==> src/rtl/pipe_pkg.sv <==
`default_nettype none
// ============================================================================
// Module      : pipe_pkg
// Description : Shared definitions for the elastic pipeline stage registers.
//               Holds the occupancy state encoding. The numeric value of each
//               state equals the number of words held, so a state can be
//               exported directly as a level count.
// Revision    : 1.0 - initial release
// ============================================================================
package pipe_pkg;

    localparam int LEVEL_W = 2;

    typedef enum logic [LEVEL_W-1:0] {
        ST_EMPTY = 2'd0,
        ST_ONE   = 2'd1,
        ST_FULL  = 2'd2
    } pipe_state_t;

endpackage : pipe_pkg
`default_nettype wire

==> src/rtl/pipe_slot_reg.sv <==
`default_nettype none
// ============================================================================
// Module      : pipe_slot_reg
// Description : W-bit data register with a load enable and an asynchronous
//               clear. One instance holds one word of an elastic stage.
// Ports       : clk    - clock, rising edge
//               rst    - asynchronous active-high clear (contents -> 0)
//               i_load - capture i_d at the next rising edge
//               i_d    - data in
//               o_q    - registered data out
// Revision    : 1.0 - initial release
// ============================================================================
module pipe_slot_reg #(
    parameter int W = 32
) (
    input  logic         clk,
    input  logic         rst,
    input  logic         i_load,
    input  logic [W-1:0] i_d,
    output logic [W-1:0] o_q
);

    logic [W-1:0] r_q;

    always_ff @(posedge clk or posedge rst) begin
        if (rst) begin
            r_q <= '0;
        end else if (i_load) begin
            r_q <= i_d;
        end
    end

    assign o_q = r_q;

endmodule : pipe_slot_reg
`default_nettype wire

==> src/rtl/pipe_skid_reg.sv <==
`default_nettype none
// ============================================================================
// Module      : pipe_skid_reg
// Description : Elastic two-entry pipeline register (main + skid slot) with
//               valid/ready handshakes on both sides, synchronous flush and a
//               registered upstream ready. Streams one word per cycle and
//               absorbs one extra word when the consumer stalls, so the
//               producer can observe the stall a cycle late without loss.
// Ports       : clk       - clock, rising edge
//               rst       - asynchronous active-high reset
//               flush     - synchronous discard of all held words
//               in_valid  - upstream word present on in_data
//               in_data   - upstream payload
//               in_ready  - registered; high when a word can be accepted
//               out_valid - main slot holds a word
//               out_data  - main slot payload (flop output)
//               out_ready - downstream consumes out_data this edge
//               level     - occupancy 0..2
// Revision    : 1.0 - initial release
// ============================================================================
module pipe_skid_reg
    import pipe_pkg::*;
#(
    parameter int W = 32
) (
    input  logic         clk,
    input  logic         rst,
    input  logic         flush,
    input  logic         in_valid,
    input  logic [W-1:0] in_data,
    output logic         in_ready,
    output logic         out_valid,
    output logic [W-1:0] out_data,
    input  logic         out_ready,
    output logic [1:0]   level
);

    pipe_state_t  r_state;
    pipe_state_t  w_state_nxt;
    logic         r_in_ready;
    logic         r_out_valid;

    logic         w_xfer_in;
    logic         w_xfer_out;
    logic         w_load_main;
    logic         w_load_skid;
    logic         w_main_from_skid;
    logic [W-1:0] w_main_d;
    logic [W-1:0] w_skid_q;
    logic [W-1:0] w_main_q;

    // Handshakes use the registered flags only, so out_ready never reaches
    // in_ready combinationally.
    assign w_xfer_in  = in_valid & r_in_ready;
    assign w_xfer_out = r_out_valid & out_ready;

    // ------------------------------------------------------------------
    // State, ready and valid flops. The handshake flags are re-derived
    // from the next state so they always agree with the occupancy.
    // ------------------------------------------------------------------
    always_ff @(posedge clk or posedge rst) begin
        if (rst) begin
            r_state     <= ST_EMPTY;
            r_in_ready  <= 1'b1;
            r_out_valid <= 1'b0;
        end else begin
            r_state     <= w_state_nxt;
            r_in_ready  <= (w_state_nxt != ST_FULL);
            r_out_valid <= (w_state_nxt != ST_EMPTY);
        end
    end

    // ------------------------------------------------------------------
    // Next-state and slot load enables
    // ------------------------------------------------------------------
    always_comb begin
        w_state_nxt      = r_state;
        w_load_main      = 1'b0;
        w_load_skid      = 1'b0;
        w_main_from_skid = 1'b0;

        if (flush) begin
            // Any word offered or consumed this cycle is dropped; slot
            // contents are left stale and become don't-care.
            w_state_nxt = ST_EMPTY;
        end else begin
            case (r_state)
                ST_EMPTY: begin
                    if (w_xfer_in) begin
                        w_load_main = 1'b1;
                        w_state_nxt = ST_ONE;
                    end
                end
                ST_ONE: begin
                    if (w_xfer_in && w_xfer_out) begin
                        w_load_main = 1'b1;
                    end else if (w_xfer_in) begin
                        w_load_skid = 1'b1;
                        w_state_nxt = ST_FULL;
                    end else if (w_xfer_out) begin
                        w_state_nxt = ST_EMPTY;
                    end
                end
                ST_FULL: begin
                    // in_ready is low here, so only the output side moves.
                    if (w_xfer_out) begin
                        w_load_main      = 1'b1;
                        w_main_from_skid = 1'b1;
                        w_state_nxt      = ST_ONE;
                    end
                end
                default: begin
                    w_state_nxt = ST_EMPTY;
                end
            endcase
        end
    end

    assign w_main_d = w_main_from_skid ? w_skid_q : in_data;

    pipe_slot_reg #(.W(W)) u_main (
        .clk    (clk),
        .rst    (rst),
        .i_load (w_load_main),
        .i_d    (w_main_d),
        .o_q    (w_main_q)
    );

    pipe_slot_reg #(.W(W)) u_skid (
        .clk    (clk),
        .rst    (rst),
        .i_load (w_load_skid),
        .i_d    (in_data),
        .o_q    (w_skid_q)
    );

    assign in_ready  = r_in_ready;
    assign out_valid = r_out_valid;
    assign out_data  = w_main_q;
    assign level     = r_state;

endmodule : pipe_skid_reg
`default_nettype wire

==> config.mk <==
export PLATFORM = sky130hd
export DESIGN_NAME = pipe_skid_reg
export DESIGN_NICKNAME = d
export VERILOG_FILES = /design/src/rtl/pipe_pkg.sv /design/src/rtl/pipe_slot_reg.sv /design/src/rtl/pipe_skid_reg.sv
export SDC_FILE = /design/constraint.sdc
export NUM_CORES = 1
export LEC_CHECK = 0
export BUFFER_PORTS_ARGS = -buffer_cell sky130_fd_sc_hd__buf_2
export CORE_MARGIN = 2
export CORE_UTILIZATION = 35
export DETAILED_ROUTE_END_ITERATION = 7
export PLACE_DENSITY_LB_ADDON = 0.08
export SYNTH_ARGS = -nofsm -noshare
export SYNTH_HDL_FRONTEND = slang
export SYNTH_SLANG_ARGS = --single-unit
==> constraint.sdc <==
create_clock -name clk -period 2.9 [get_ports clk]
set_input_delay 0.58 -clock clk [delete_from_list [all_inputs] [get_ports clk]]
set_output_delay 0.58 -clock clk [all_outputs]
set_load 0.03 [all_outputs]
Word level (Yosys, flattened, before mapping) --
Cells that the tools add are included.
Storage, ports and cells: flip-flop bits (word level) 68, input port bits 37
Cells by class: eq/ne operators 3, mux-type cells 18, bitwise logic cells 2, reduce and logical (&&, ||, !) cells 3
Operators by type and width (number):
- two-way mux 32 bit | 1
- two-way mux 2 bit | 6
- two-way mux 1 bit | 9
- case mux 2 bit (3 select lines) | 1
- case mux 1 bit (3 select lines) | 1
- AND 1 bit | 2
- equality test 2 x 1 -> 1 bit (second input constant) | 1
- equality test 2 bit (second input constant) | 1
- zero test 2 bit | 1
- != test 2 bit (second input constant) | 1
- nonzero test 2 bit | 1
- logical AND 1 bit | 1

Depth between registers and ports, before layout --
depth after elaboration 7, depth in mapped cells 6, depth with buffers taken out 4

By module --
A second synthesis with hierarchy kept.
Unflattened totals: cells, all modules 198, area total of the unflattened synthesis 3342.0 um2
By module, submodules not included:
- pipe_slot_reg | instances 2, cells each 69, area each 1348.8 um2, seq. area each 800.8 um2
- pipe_skid_reg | instances 1, cells each 60, area each 644.4 um2, seq. area each 101.3 um2

Least setup slack after synthesis --
No wires, ideal clock.
path kind register -> register, start reg r_state[0], in the netlist level[0], end reg u_main.r_q[0], in the netlist u_main.o_q[0], data arrival time 1691 ps, required time 2777 ps, path slack 1086 ps, cell stages (with the launch flop) 6, path buffers 2, period minus slack after synthesis 1814 ps, path through dfrtp_1 buf_2 nand4b_4 a221oi_4 buf_4 a21oi_2
Between the ends: cells in the longest elaborated chain, start to end 4, elaborated cells on any way between the ends 8
RTL lines:
- start, declared | line pipe_skid_reg.sv:38 | pipe_state_t r_state;
- start signal, assigned | line pipe_skid_reg.sv:67 | r_state <= w_state_nxt;
- equality test 2 bit | line pipe_skid_reg.sv:87 | case (r_state)
- two-way mux 1 bit | line pipe_skid_reg.sv:87
- two-way mux 1 bit | line pipe_skid_reg.sv:82 | if (flush) begin
- two-way mux 32 bit | line pipe_skid_reg.sv:119 | assign w_main_d = w_main_from_skid ? w_skid_q : in_data;
- end signal, assigned | line pipe_slot_reg.sv:29 | r_q <= i_d;
- end, declared | line pipe_slot_reg.sv:23 | logic [W-1:0] r_q;
Several ways; a longest one is shown, not always the timed one. A chain may end at the register's enable or synchronous reset.

Worst setup path in the final report --
start reg r_in_ready, in the netlist in_ready, end reg u_skid.r_q[13], in the netlist u_skid.o_q[13]
Between the ends: cells in the longest elaborated chain, start to end 5, elaborated cells on any way between the ends 6
RTL lines:
- start, declared | line pipe_skid_reg.sv:40 | logic r_in_ready;
- start signal, assigned | line pipe_skid_reg.sv:68 | r_in_ready <= (w_state_nxt != ST_FULL);
- AND 1 bit * | line pipe_skid_reg.sv:54 | assign w_xfer_in = in_valid & r_in_ready;
- two-way mux 1 bit / logical AND 1 bit (equally long branches) | line pipe_skid_reg.sv:97, pipe_skid_reg.sv:95
- two-way mux 1 bit * | line pipe_skid_reg.sv:95 | if (w_xfer_in && w_xfer_out) begin
- two-way mux 1 bit * | line pipe_skid_reg.sv:87
- two-way mux 1 bit * | line pipe_skid_reg.sv:82
- end signal, assigned | line pipe_slot_reg.sv:29
- end, declared | line pipe_slot_reg.sv:23
Mark *: on every way between the ends. The rest lies on a longest branch, timed or not.

==> key figures <==
Outcome
  • Status: finished clean

Synthesis
  • Synth Flop Type: dfrtp_1
  • Synth Area in Compound Gates: between 10% and 20%
  • Mapped Nets: about 270
  • Yosys top cell by area: dfrtp_1
  • Instance count of the mapped netlist: around 230
  • Top-area cell type share of the netlist area: a little under three fifths
  • Largest family of logic cells by synthesized area: multiplexers
  • Post-synthesis sequential area ratio: ~56%
  • Yosys reg bits: between 60 and 70
  • Synth Area in Adders: 0%
  • Simple-gate share of the synthesized area: approximately 6.7%
  • Post-synthesis cell type count: 23
  • Syn Std Cell Area: 3040 um^2
  • Count leader, synth: dfrtp_1
  • Mux contribution to synthesized area: 22.4%
  • Number of enable flip-flop cells after synthesis: 0
  • Area contributors post-synth: dfrtp_1 (55%), mux2_2 (12%), mux2i_1 (11%)
  • Synth Warn #: 0
  • Syn_area_per_cell: ~13 um^2
  • Xor/xnor cell area share of the yosys netlist: 0%
  • Post-synth ARST share: 100%
  • Commonest cells in the netlist: dfrtp_1 (67), nor2_1 (33), mux2_2 (32), mux2i_1 (32), a21oi_2 (28)

Layout
  • Register area: between 1500 and 2000 um^2
  • Layout cells sized above 1: 50.8%
  • Multi-input gate area: between 1000 and 1500 um^2
  • Antenna cells: 0
  • Core Util, Final: 44.7%
  • Syn-to-layout area delta: 22.1%
  • Final Net Count: 343
  • Fillers: 790

Clocking
  • CTS Hold Bufs: 0
  • H-Tree Level Count: 3
  • TritonCTS clock tree: yes
  • TritonCTS Sinks: 68
  • Post-CTS Resized: 0
  • Worst-Skew Late Latency: 340 ps
  • Clk slew on worst S/H paths: about 70 ps
  • Root buf cell: clkbuf_8
  • Clk buf depth: 2
  • Cts bufs inserted: 9
  • Post-CTS Setup Inserts: 0

Timing
  • Max Freq: between 500 and 600 MHz
  • Relative slew slack: between 60% and 70%
  • Total negative slack: 0 ps
  • Slew Limit Fails: 0
  • Tmin final: 1950 ps
  • Clock Skew: 8.68 ps
  • Setup violators final: 0
  • Unrepaired setup endpoints after global routing: no
  • Period Utilization, post-route: 67.1%
  • Slew @ Worst Pin: roughly 570 ps
  • Final hold viol count: 0

Global routing
  • Vias in the first global route: between 1500 and 2000
  • Antenna violations before repair: 0
  • Grt met1 use: 17.4%
  • Largest net degree at the start of global routing: 69
  • First-pass GRT wire length: ~10 mm
  • GR peak layer: met2
  • GRT Total Usage: between 10% and 20%
  • Grt ovf: 0
  • Routing usage on met2: between 20% and 30%
  • Grt met3 use: between 5 and 6%

Power and ir drop
  • P_leak: roughly 1.6 nW
  • Power per cell area: around 840 nW/um^2
  • Peak supply drop: 0.373 mV

Route
  • Final ANT Viol Nets: 0
  • Vias per cell: around 4.7
  • Vias: 1952
  • First-pass iteration count of the detailed router: 4
  • Iter 0 DRT Violations: between 70 and 80
  • WL final: around 5.8 mm
  • Wire per inst: about 14 um
  • DRC viols: 0

Floorplan
  • DIE WIDTH: 97.2 um
  • Initial Util: 36.6%
  • Total die area: roughly 9400 um^2
  • # rows: 33
  • Die Y: roughly 97 um
  • Core area: roughly 8300 um^2
  • I/O Pins: 73

Critical path
  • Crit path launch type: flop
  • Setup crit end kind: flop
  • Critical path class: reg -> reg
  • Buffers & Inverters on Critical Path: 1
  • Critical path's slowest cell: dfstp_2
  • Critical path required time: approximately 3100 ps
  • Crit path max-delay family: simple AND/OR/NAND/NOR gates
  • CP arrival: between 2000 and 2500 ps
  • Crit-path cells: nand2_1 -> nor2_1 -> nand3_2 -> buf_4 -> mux2_2
  • Worst-path fanout max: 19
  • Crit path largest cell delay: ~560 ps

Place
  • DP Wirelength: around 3.8 mm
  • IO buf count: 72
  • GPL Wtd Cong: roughly 0.78

Worst hold path
  • HP Class: in -> async

Run
  • Max Cap Violations: 0
-- worst min-delay path, delay by kind of cell --
family	cells	cell delay, ps
buffers and inverters	3	470
-- final timing paths --
path,start,endpoint,slack (ps),cells past startpoint
hold / removal,rst,u_main.o_q[23]$_DFFE_PP0P_,300,3
hold reg to reg,u_skid.o_q[24]$_DFFE_PP0P_,u_skid.o_q[24]$_DFFE_PP0P_,510,1
setup / recovery,in_ready$_DFF_PP1_,u_skid.o_q[13]$_DFFE_PP0P_,950,5
setup reg to reg,in_ready$_DFF_PP1_,u_skid.o_q[13]$_DFFE_PP0P_,950,5
min in group clk,in_data[11],u_skid.o_q[11]$_DFFE_PP0P_,490,2
max in group asynchronous,rst,in_ready$_DFF_PP1_,2260,3
-- stage by stage --
step	setup WS [ps]	std cells	hold WS [ps]	power [mW]	instance area (um^2)
5_1_grt	785	416	327	3.31	3710
4_1_cts	912	416	318	3.17	3710
3_3_place_gp	774	400	486	2.27	3490
3_5_place_dp	748	400	494	2.30	3490
6_report	955	416	299	3.12	3710
2_1_floorplan	610	232	479	2.06	3040
-- layout by cell type (no fill, tap or decap), types with 2 or more instances in the layout --
cell type | netlist | final
buf_4 | 2 | 2
nand2_1 | 4 | 4
clkbuf_1 | 0 | 2
buf_2 | 6 | 72
a21oi_2 | 28 | 28
mux2_2 | 32 | 32
mux2i_1 | 32 | 32
nor2_1 | 33 | 33
buf_12 | 0 | 2
a21oi_1 | 8 | 8
bufinv_16 | 0 | 2
clkbuf_8 | 0 | 10
nand3_1 | 3 | 2
dfrtp_1 | 67 | 67
-- area by class of cell --
type	count	area share, %
clock buffer	12	3.91
clock inverter	4	1.95
inverter	1	0.101
multi-input combinational	150	33.4
sequential	68	45.9
tap	105	3.54
timing repair buffer	76	11.2
-- cells by family after synthesis --
logic type	count (synthesis)
mux	64
simple gates	45
buf+inv	14
flops	68
compound gates	41
-- power by group --
| part | internal (mW) | total, mW | leakage [nW] | switching (mW) |
|---|---|---|---|---|
| clock | 0.507 | 0.861 | 0.107 | 0.353 |
| combinational | 0.350 | 0.846 | 0.683 | 0.496 |
| sequential | 1.26 | 1.42 | 0.790 | 0.158 |
-- metal layers --
layer / vias up / share of wire (%)
met2: 48 / 47
met1: 941 / 46
met3: 5 / 6.0
met4: 0 / 0.81
li1: 958 / -
met5: - / 0
-- flip-flops by register name, summed over array words and instances (netlist names) --
signal / count
out_valid: 1
in_ready: 1
u_skid.o_q: 32
level: 2
u_main.o_q: 32
Power figures use the tool's default switching activity.
